`config.mk`:
```
export PLATFORM = sky130hd
export DESIGN_NAME = gb_oam_dma
export DESIGN_NICKNAME = d
export VERILOG_FILES = /design/src/rtl/gb_bus_pkg.sv /design/src/rtl/gb_bus_mux.sv /design/src/rtl/gb_oam_dma.sv
export SDC_FILE = /design/constraint.sdc
export NUM_CORES = 1
export LEC_CHECK = 0
export ABC_AREA = 1
export BUFFER_PORTS_ARGS = -buffer_cell sky130_fd_sc_hd__buf_2
export CAP_MARGIN = 20
export CELL_PAD_IN_SITES_DETAIL_PLACEMENT = 1
export CELL_PAD_IN_SITES_GLOBAL_PLACEMENT = 1
export CORE_MARGIN = 2
export CORE_UTILIZATION = 32
export CTS_BUF_LIST = sky130_fd_sc_hd__clkbuf_4 sky130_fd_sc_hd__clkbuf_8
export CTS_CLUSTER_DIAMETER = 80
export DETAILED_ROUTE_END_ITERATION = 10
export GPL_TIMING_DRIVEN = 0
export PLACE_DENSITY_LB_ADDON = 0.25
export SYNTH_ARGS = -nofsm -noshare
export SYNTH_HDL_FRONTEND = slang
export SYNTH_HIERARCHICAL = 1
export SYNTH_SLANG_ARGS = --single-unit
```
`constraint.sdc`:
```
create_clock -name clk -period 1.41 [get_ports clk]
set_input_delay 0.141 -clock clk [delete_from_list [all_inputs] [get_ports clk]]
set_output_delay 0.141 -clock clk [all_outputs]
set_load 0.1 [all_outputs]
```
`src/rtl/gb_bus_pkg.sv`:
```
// Shared types and constants for the Game Boy CPU bus, OAM DMA and bus arbitration.
package gb_bus_pkg;

  typedef enum logic [1:0] {IDLE, START, XFER} dma_state_t;
  typedef enum logic [1:0] {RD_MEM, RD_REG, RD_FF} rdsrc_t;

  localparam logic [15:0] OAM_BASE        = 16'hFE00;
  localparam int          OAM_LEN         = 160;
  localparam logic [15:0] DMA_REG_DEFAULT = 16'hFF46;
  localparam logic [7:0]  ECHO_LO         = 8'hE0;
  localparam logic [7:0]  ECHO_OFFSET     = 8'h20;

  // Echo RAM E000-FDFF mirrors C000-DDFF, so DMA sources from those pages fold down.
  function automatic logic [7:0] src_page(input logic [7:0] page);
    return (page >= ECHO_LO) ? page - ECHO_OFFSET : page;
  endfunction

endpackage

```
`src/rtl/gb_bus_mux.sv`:
```
// Shared memory bus owner select (CPU or DMA) and the registered CPU read-return path.
module gb_bus_mux
  import gb_bus_pkg::*;
#(
  parameter logic [15:0] DMA_REG_ADDR = DMA_REG_DEFAULT
) (
  input  logic        clk,
  input  logic        reset,
  input  logic [15:0] cpu_addr,
  input  logic        cpu_rd,
  input  logic        cpu_wr,
  input  logic [7:0]  cpu_wdata,
  input  logic        dma_own,
  input  logic        dma_rd,
  input  logic [15:0] dma_addr,
  input  logic [7:0]  page_reg,
  input  logic [7:0]  mem_rdata,
  output logic [15:0] mem_addr,
  output logic        mem_rd,
  output logic        mem_wr,
  output logic [7:0]  mem_wdata,
  output logic [7:0]  cpu_rdata
);

  logic       cpu_mem;
  logic       is_reg;
  rdsrc_t     rdsrc_p1;
  logic [7:0] reg_p1;

  assign cpu_mem = (cpu_addr < OAM_BASE);
  assign is_reg  = (cpu_addr == DMA_REG_ADDR);

  always_comb begin
    mem_addr  = '0;
    mem_rd    = 1'b0;
    mem_wr    = 1'b0;
    mem_wdata = '0;
    if (!reset) begin
      if (dma_own) begin
        if (dma_rd) begin
          mem_addr = dma_addr;
          mem_rd   = 1'b1;
        end
      end else if (cpu_mem) begin
        mem_addr  = cpu_addr;
        mem_rd    = cpu_rd;
        mem_wr    = cpu_wr;
        mem_wdata = cpu_wdata;
      end
    end
  end

  // Return stage: remember where the read came from; memory data arrives by itself one clock later.
  always_ff @(posedge clk) begin
    if (reset || !cpu_rd) begin
      rdsrc_p1 <= RD_FF;
    end else if (is_reg) begin
      rdsrc_p1 <= RD_REG;
    end else if (cpu_mem && !dma_own) begin
      rdsrc_p1 <= RD_MEM;
    end else begin
      rdsrc_p1 <= RD_FF;
    end
  end

  always_ff @(posedge clk) begin
    reg_p1 <= page_reg;
  end

  always_comb begin
    case (rdsrc_p1)
      RD_MEM:  cpu_rdata = mem_rdata;
      RD_REG:  cpu_rdata = reg_p1;
      default: cpu_rdata = 8'hFF;
    endcase
  end

endmodule

```
`src/rtl/gb_oam_dma.sv`:
```
// OAM DMA controller: FF46 write copies 160 bytes from page XX00 into OAM while owning the memory bus.
module gb_oam_dma
  import gb_bus_pkg::*;
#(
  parameter int          BYTE_CYCLES  = 4,
  parameter int          START_DELAY  = 1,
  parameter logic [15:0] DMA_REG_ADDR = DMA_REG_DEFAULT
) (
  input  logic        clk,
  input  logic        reset,
  input  logic [15:0] cpu_addr,
  input  logic        cpu_rd,
  input  logic        cpu_wr,
  input  logic [7:0]  cpu_wdata,
  output logic [7:0]  cpu_rdata,
  output logic [15:0] mem_addr,
  output logic        mem_rd,
  output logic        mem_wr,
  output logic [7:0]  mem_wdata,
  input  logic [7:0]  mem_rdata,
  output logic [7:0]  oam_addr,
  output logic        oam_wr,
  output logic [7:0]  oam_wdata,
  output logic        dma_active
);

  localparam int              PH_W     = $clog2(BYTE_CYCLES);
  localparam int              DLY_W    = (START_DELAY < 2) ? 1 : $clog2(START_DELAY + 1);
  localparam logic [PH_W-1:0] PH_LAST  = PH_W'(BYTE_CYCLES - 1);
  localparam logic [7:0]      IDX_LAST = 8'(OAM_LEN - 1);

  dma_state_t       state, state_n;
  logic [DLY_W-1:0] dly, dly_n;
  logic [7:0]       index, index_n;
  logic [PH_W-1:0]  phase, phase_n;
  logic [7:0]       page_reg, page_n;
  logic [7:0]       byte_p1;
  logic             reg_wr;
  logic             xfer;
  logic             dma_rd;
  logic [15:0]      dma_addr;

  assign reg_wr = cpu_wr && (cpu_addr == DMA_REG_ADDR);

  always_ff @(posedge clk) begin
    if (reset) begin
      state    <= IDLE;
      dly      <= '0;
      index    <= '0;
      phase    <= '0;
      page_reg <= 8'h00;
    end else begin
      state    <= state_n;
      dly      <= dly_n;
      index    <= index_n;
      phase    <= phase_n;
      page_reg <= page_n;
    end
  end

  always_comb begin
    state_n = state;
    dly_n   = dly;
    index_n = index;
    phase_n = phase;
    page_n  = page_reg;
    case (state)
      START: begin
        if (dly <= DLY_W'(1)) begin
          state_n = XFER;
          index_n = '0;
          phase_n = '0;
        end else begin
          dly_n = dly - DLY_W'(1);
        end
      end
      XFER: begin
        if (phase == PH_LAST) begin
          phase_n = '0;
          if (index == IDX_LAST) begin
            state_n = IDLE;
          end else begin
            index_n = index + 8'd1;
          end
        end else begin
          phase_n = phase + PH_W'(1);
        end
      end
      default: ;
    endcase
    // A register write starts or restarts the copy from any state; a partial byte is dropped.
    if (reg_wr) begin
      page_n  = cpu_wdata;
      index_n = '0;
      phase_n = '0;
      dly_n   = DLY_W'(START_DELAY);
      state_n = (START_DELAY == 0) ? XFER : START;
    end
  end

  // Byte buffer stage: source data returns one clock after the phase-0 read.
  always_ff @(posedge clk) begin
    if (state == XFER && phase == PH_W'(1)) begin
      byte_p1 <= mem_rdata;
    end
  end

  assign xfer       = !reset && (state == XFER);
  assign dma_rd     = xfer && (phase == '0);
  assign dma_addr   = {src_page(page_reg), index};
  assign oam_wr     = xfer && (phase == PH_W'(2));
  assign oam_addr   = oam_wr ? index : '0;
  assign oam_wdata  = oam_wr ? byte_p1 : '0;
  assign dma_active = !reset && (state != IDLE);

  gb_bus_mux #(
    .DMA_REG_ADDR(DMA_REG_ADDR)
  ) u_mux (
    .clk      (clk),
    .reset    (reset),
    .cpu_addr (cpu_addr),
    .cpu_rd   (cpu_rd),
    .cpu_wr   (cpu_wr),
    .cpu_wdata(cpu_wdata),
    .dma_own  (dma_active),
    .dma_rd   (dma_rd),
    .dma_addr (dma_addr),
    .page_reg (page_reg),
    .mem_rdata(mem_rdata),
    .mem_addr (mem_addr),
    .mem_rd   (mem_rd),
    .mem_wr   (mem_wr),
    .mem_wdata(mem_wdata),
    .cpu_rdata(cpu_rdata)
  );

endmodule

```
==> results.json, run 1 <==
{
  "outcome": "aborted with a tool error",
  "stop_stage": "global routing (5_1_grt)",
  "error_line": "[ERROR GRT-0232] Routing congestion too high. Check the congestion heatmap in the GUI.",
  "yosysWarnings": 6,
  "postCtsHoldBufs": 0,
  "io_buffers": 87,
  "chipWidth_um": 93.5,
  "grt_usage_pct": 61.2,
  "rows": 32,
  "grt-worst-endpoint": "mem_addr[10]",
  "die_h_um": 93.5,
  "synth_cells": 399,
  "grt_overflow_total": 5,
  "start_util_pct": 33.1,
  "top_level_ports": 88,
  "endpoint_type": "top-level output",
  "antenna_found_initial": 1,
  "synth_cell_types": 34,
  "place.gp.congestion": 0.811,
  "cts_inserted_buffers": 5,
  "clk_path_buf_depth": 2,
  "postSynthAreaPerCell_um2": 6.42,
  "h-tree-depth": 2,
  "clock-sinks": 38,
  "grt_max_degree": 14,
  "synth_seq_cells": 38,
  "ys_seq_area_share_pct": 32.8,
  "pre_cts_ws_ns": -0.983,
  "hpwlAfterDp_mm": 6.77,
  "cts-root-buf": "clkbuf_8",
  "synth_fp_nets": 444,
  "syn-cell-area_um2": 2560
}
kinds of logic after synthesis:
group           synth area share, %
buf+inv                        12.4
fa+ha+maj                      4.40
compound gates                 2.64
xor+xnor                      0.342
simple gates                   47.4
flops                          32.8
metal layers:
metal | track usage [%] | GRT overflow
met1 | 58.2 | 0
met2 | 85.2 | 3
met3 | 36.0 | 0
met4 | 69.4 | 2
met5 | 0 | 0
timing repair:
item,CTS
gates resized for setup,314
cloned,4
setup buffers,36
pin swaps,28
endpoints found under the setup margin,70
stage by stage:
stage,cell area [um^2],instances
after floorplan,3220,399
after CTS,5550,636
after detailed placement,3790,588
after global placement,3790,588
cell usage after synthesis (all sizes together):
library cell | number | area (um^2)
clkbuf | 1 | 3.75
xor2 | 1 | 8.76
nand3 | 26 | 155
nand2 | 103 | 412
buf | 11 | 82.6
a21oi | 7 | 38.8
inv | 61 | 231
a31oi | 1 | 6.26
and3 | 1 | 6.26
or2 | 1 | 6.26
edfxtp | 8 | 240
ha | 9 | 113
nor3 | 19 | 95.1
nor2 | 92 | 355
nor3b | 3 | 27.5
nand4 | 1 | 6.26
o21a | 1 | 7.51
dfxtp | 30 | 601
nand3b | 20 | 150
o21ai | 3 | 15.0
==> run 2: changes to the inputs <==
==> config.mk (replaced) <==
export PLATFORM = sky130hd
export DESIGN_NAME = gb_oam_dma
export DESIGN_NICKNAME = d
export VERILOG_FILES = /design/src/rtl/gb_bus_pkg.sv /design/src/rtl/gb_bus_mux.sv /design/src/rtl/gb_oam_dma.sv
export SDC_FILE = /design/constraint.sdc
export NUM_CORES = 1
export LEC_CHECK = 0
export ABC_AREA = 1
export BUFFER_PORTS_ARGS = -buffer_cell sky130_fd_sc_hd__buf_2
export CAP_MARGIN = 20
export CORE_MARGIN = 2
export CORE_UTILIZATION = 20
export DETAILED_ROUTE_END_ITERATION = 10
export GPL_TIMING_DRIVEN = 0
export PLACE_DENSITY_LB_ADDON = 0.15
export SYNTH_ARGS = -nofsm -noshare
export SYNTH_HDL_FRONTEND = slang
export SYNTH_HIERARCHICAL = 1
export SYNTH_SLANG_ARGS = --single-unit
==> constraint.sdc (replaced) <==
create_clock -name clk -period 1.8 [get_ports clk]
set_input_delay 0.18 -clock clk [delete_from_list [all_inputs] [get_ports clk]]
set_output_delay 0.18 -clock clk [all_outputs]
set_load 0.1 [all_outputs]
==> run 2 against run 1 <==
  * The flow now finishes, with violations (setup timing)
  * Area after synthesis unchanged
  * Synthesized cell count unchanged
==> results.json, run 2 <==
{
  "rows": 41,
  "clk_path_buf_depth": 2,
  "wl_per_cell_um": 12.5,
  "crit_fanout": 8,
  "clock-sinks": 38,
  "synthArstFlopShare_pct": 0,
  "crit_top_cell": "nand2_8",
  "grt_pass1_vias": 2689,
  "die_h_um": 117,
  "clock.fmax_mhz": 501,
  "top_level_ports": 88,
  "grt_first_pass_wirelength_mm": 13.5,
  "start_util_pct": 20.4,
  "path_buf_inv": 5,
  "synth_seq_cells": 38,
  "drtIter0Drc": 68,
  "tns_ns": -3.11,
  "synth_fp_nets": 444,
  "worstPathRequired_ns": 1.62,
  "synth_ff_type": "dfxtp_1",
  "total_power_mw": 2.75,
  "synth_top_cell_by_area": "dfxtp_1",
  "p_leak_nw": 2.12,
  "failed_checks": "setup timing",
  "yosysWarnings": 6,
  "h-tree-depth": 2,
  "drv_cap": 0,
  "power_density_nw_per_um2": 539,
  "grt_usage_pct": 12.7,
  "synthTopCellsByCount": "nand2_1 (97), nor2_1 (90), inv_1 (57)",
  "diodes": 0,
  "r2r_slack_ns": 0.13,
  "hpwlAfterDp_mm": 6.80,
  "dieArea_um2": 13700,
  "final_common_cell": "nand2_1",
  "clk_pin_slew_worst_paths_ns": 0.06,
  "skew_ns": 0.00686,
  "syn-cell-area_um2": 2560,
  "synth_cells": 399,
  "postSynthAreaPerCell_um2": 6.42,
  "netlist.area_leader.share_pct": 23.4,
  "fp.coreArea_um2": 12600,
  "drt_pass1_iterations": 5,
  "io_buffers": 87,
  "drtAntennaViolNets": 0,
  "slew_violations": 0,
  "drc": 0,
  "cp_slowest_stage_delay_ns": 0.33,
  "viasPerCell": 4.02,
  "synth-edff-count": 8,
  "layout_common_cells": "nand2_1 (66), nor2_1 (56), inv_1 (51)",
  "worst_pin_slew_ns": 0.652,
  "cp-end-kind": "primary output",
  "crit_type": "register to primary output",
  "drive_gt1_share_pct": 43.8,
  "fillerInstances": 1287,
  "postCtsHoldBufs": 0,
  "start_kind": "register",
  "outcome": "finished with violations",
  "grt_setup_unrepaired": "yes",
  "place.gp.congestion": 0.765,
  "slowest_stage": "dfxtp_2",
  "cts_inserted_buffers": 5,
  "critical_path_arrival_ns": 1.81,
  "antenna_found_initial": 0,
  "fin_nets": 556,
  "totalWireLength_mm": 8.54,
  "fin_crit_sh_pct": 111,
  "slew_headroom_pct": 56.4,
  "pre_cts_ws_ns": -0.737,
  "setup_ws_ns": -0.194,
  "critical_path.cell_chain": "inv_4, ha_4, buf_6, and3_4, nand3_4, clkinv_8, buf_16, nand2_8, nand2_8, buf_12",
  "area.growth.synth_to_final_pct": 99.0,
  "vias": 2751,
  "synthTopCellsByArea": "dfxtp_1 (23%), nand2_1 (14%), nor2_1 (13%), edfxtp_1 (9.4%), inv_1 (8.4%)",
  "clock_latency_ns": 0.28,
  "cp_top_family": "buffers and inverters",
  "synth_cell_types": 34,
  "tritoncts": "yes",
  "hold_violations": 0,
  "hp-class": "input pin to register",
  "ys_seq_area_share_pct": 32.8,
  "chipWidth_um": 117,
  "finalSetupViolCount": 30,
  "cts-root-buf": "clkbuf_16",
  "grt_max_degree": 14,
  "fin_hold_ws_ns": 0.0901,
  "grt_overflow_total": 0,
  "fin_crit_ns": 1.99,
  "ir_drop_uv": 386,
  "synth.most_common_cell": "nand2_1"
}
## run 2: area by class of cell
cell class	instances	area (um^2)	share of cell area, %
Multi-Input combinational cell	288	2140	42.1
Timing Repair Buffer	105	1310	25.7
Sequential cell	38	847	16.6
Inverter	61	256	5.03
Tap cell	172	215	4.22
Buffer	12	133	2.60
Clock buffer	5	125	2.46
Clock inverter	3	68.8	1.35
## run 2: path summary, 6_finish.rpt
path / cells after the start / end / from
worst max-delay path: 10 / mem_addr[10] / state[0]
worst min-delay path: 1 / byte_p1[4] / mem_rdata[4]
worst max register to register: 9 / index[6] / index[0]
worst min register to register: 0 / u_mux/reg_p1[5] / page_reg[5]
## run 2: report_power, final
| group | total, mW | switching [mW] | internal [mW] | leakage, nW |
|---|---|---|---|---|
| Clock | 1.15 | 0.352 | 0.796 | 0.0940 |
| Sequential | 0.869 | 0.000193 | 0.868 | 0.316 |
| Combinational | 0.730 | 0.477 | 0.253 | 1.71 |
## run 2: cell families (layout without fill, tap and decap cells)
logic type,after synthesis,count (layout),synth area share (%)
AOI/OAI and AO/OA,12,12,2.64
xor gates and xnor gates,1,1,0.342
adders and majority gates,9,9,4.40
buffers and inverters,73,186,12.4
DFF,38,38,32.8
and+or+nand+nor,266,266,47.4
## run 2: layer usage
layer  GRT usage, %  routed length (um)  up-vias
li1               -                   -     1459
met1           17.4                4020     1215
met2           20.8                4080       71
met3           1.85                 328        6
met4           3.84                 110        0
met5              0                   0        -
## run 2: per-stage QoR
stage	util, %	cells	cell area (um^2)
floorplan	-	399	3230
global placement	30.9	658	3880
detailed placement	30.9	658	3880
CTS	37.6	680	4730
global route	40.5	684	5100
finish	40.5	684	5100
## run 2: what timing repair did
| action | CTS | global route |
|---|---|---|
| gates resized for setup | 134 | 82 |
| pin swaps | 3 | 3 |
| setup buffers | 12 | 3 |
| endpoints found under the setup margin | 45 | 48 |
| cloned | 2 | 1 |
## run 2: worst reg2reg max path, cell delays in order, from the launching register on
cell and delay (ns):
dfxtp_1 0.52, ha_1 0.25, nand2_1 0.11, nor2_4 0.18
nand2_2 0.09, nand2_4 0.08, buf_8 0.12, nor2_1 0.05
nor2_1 0.10, nor2_1 0.06
(Power assumes the default switching activity.)
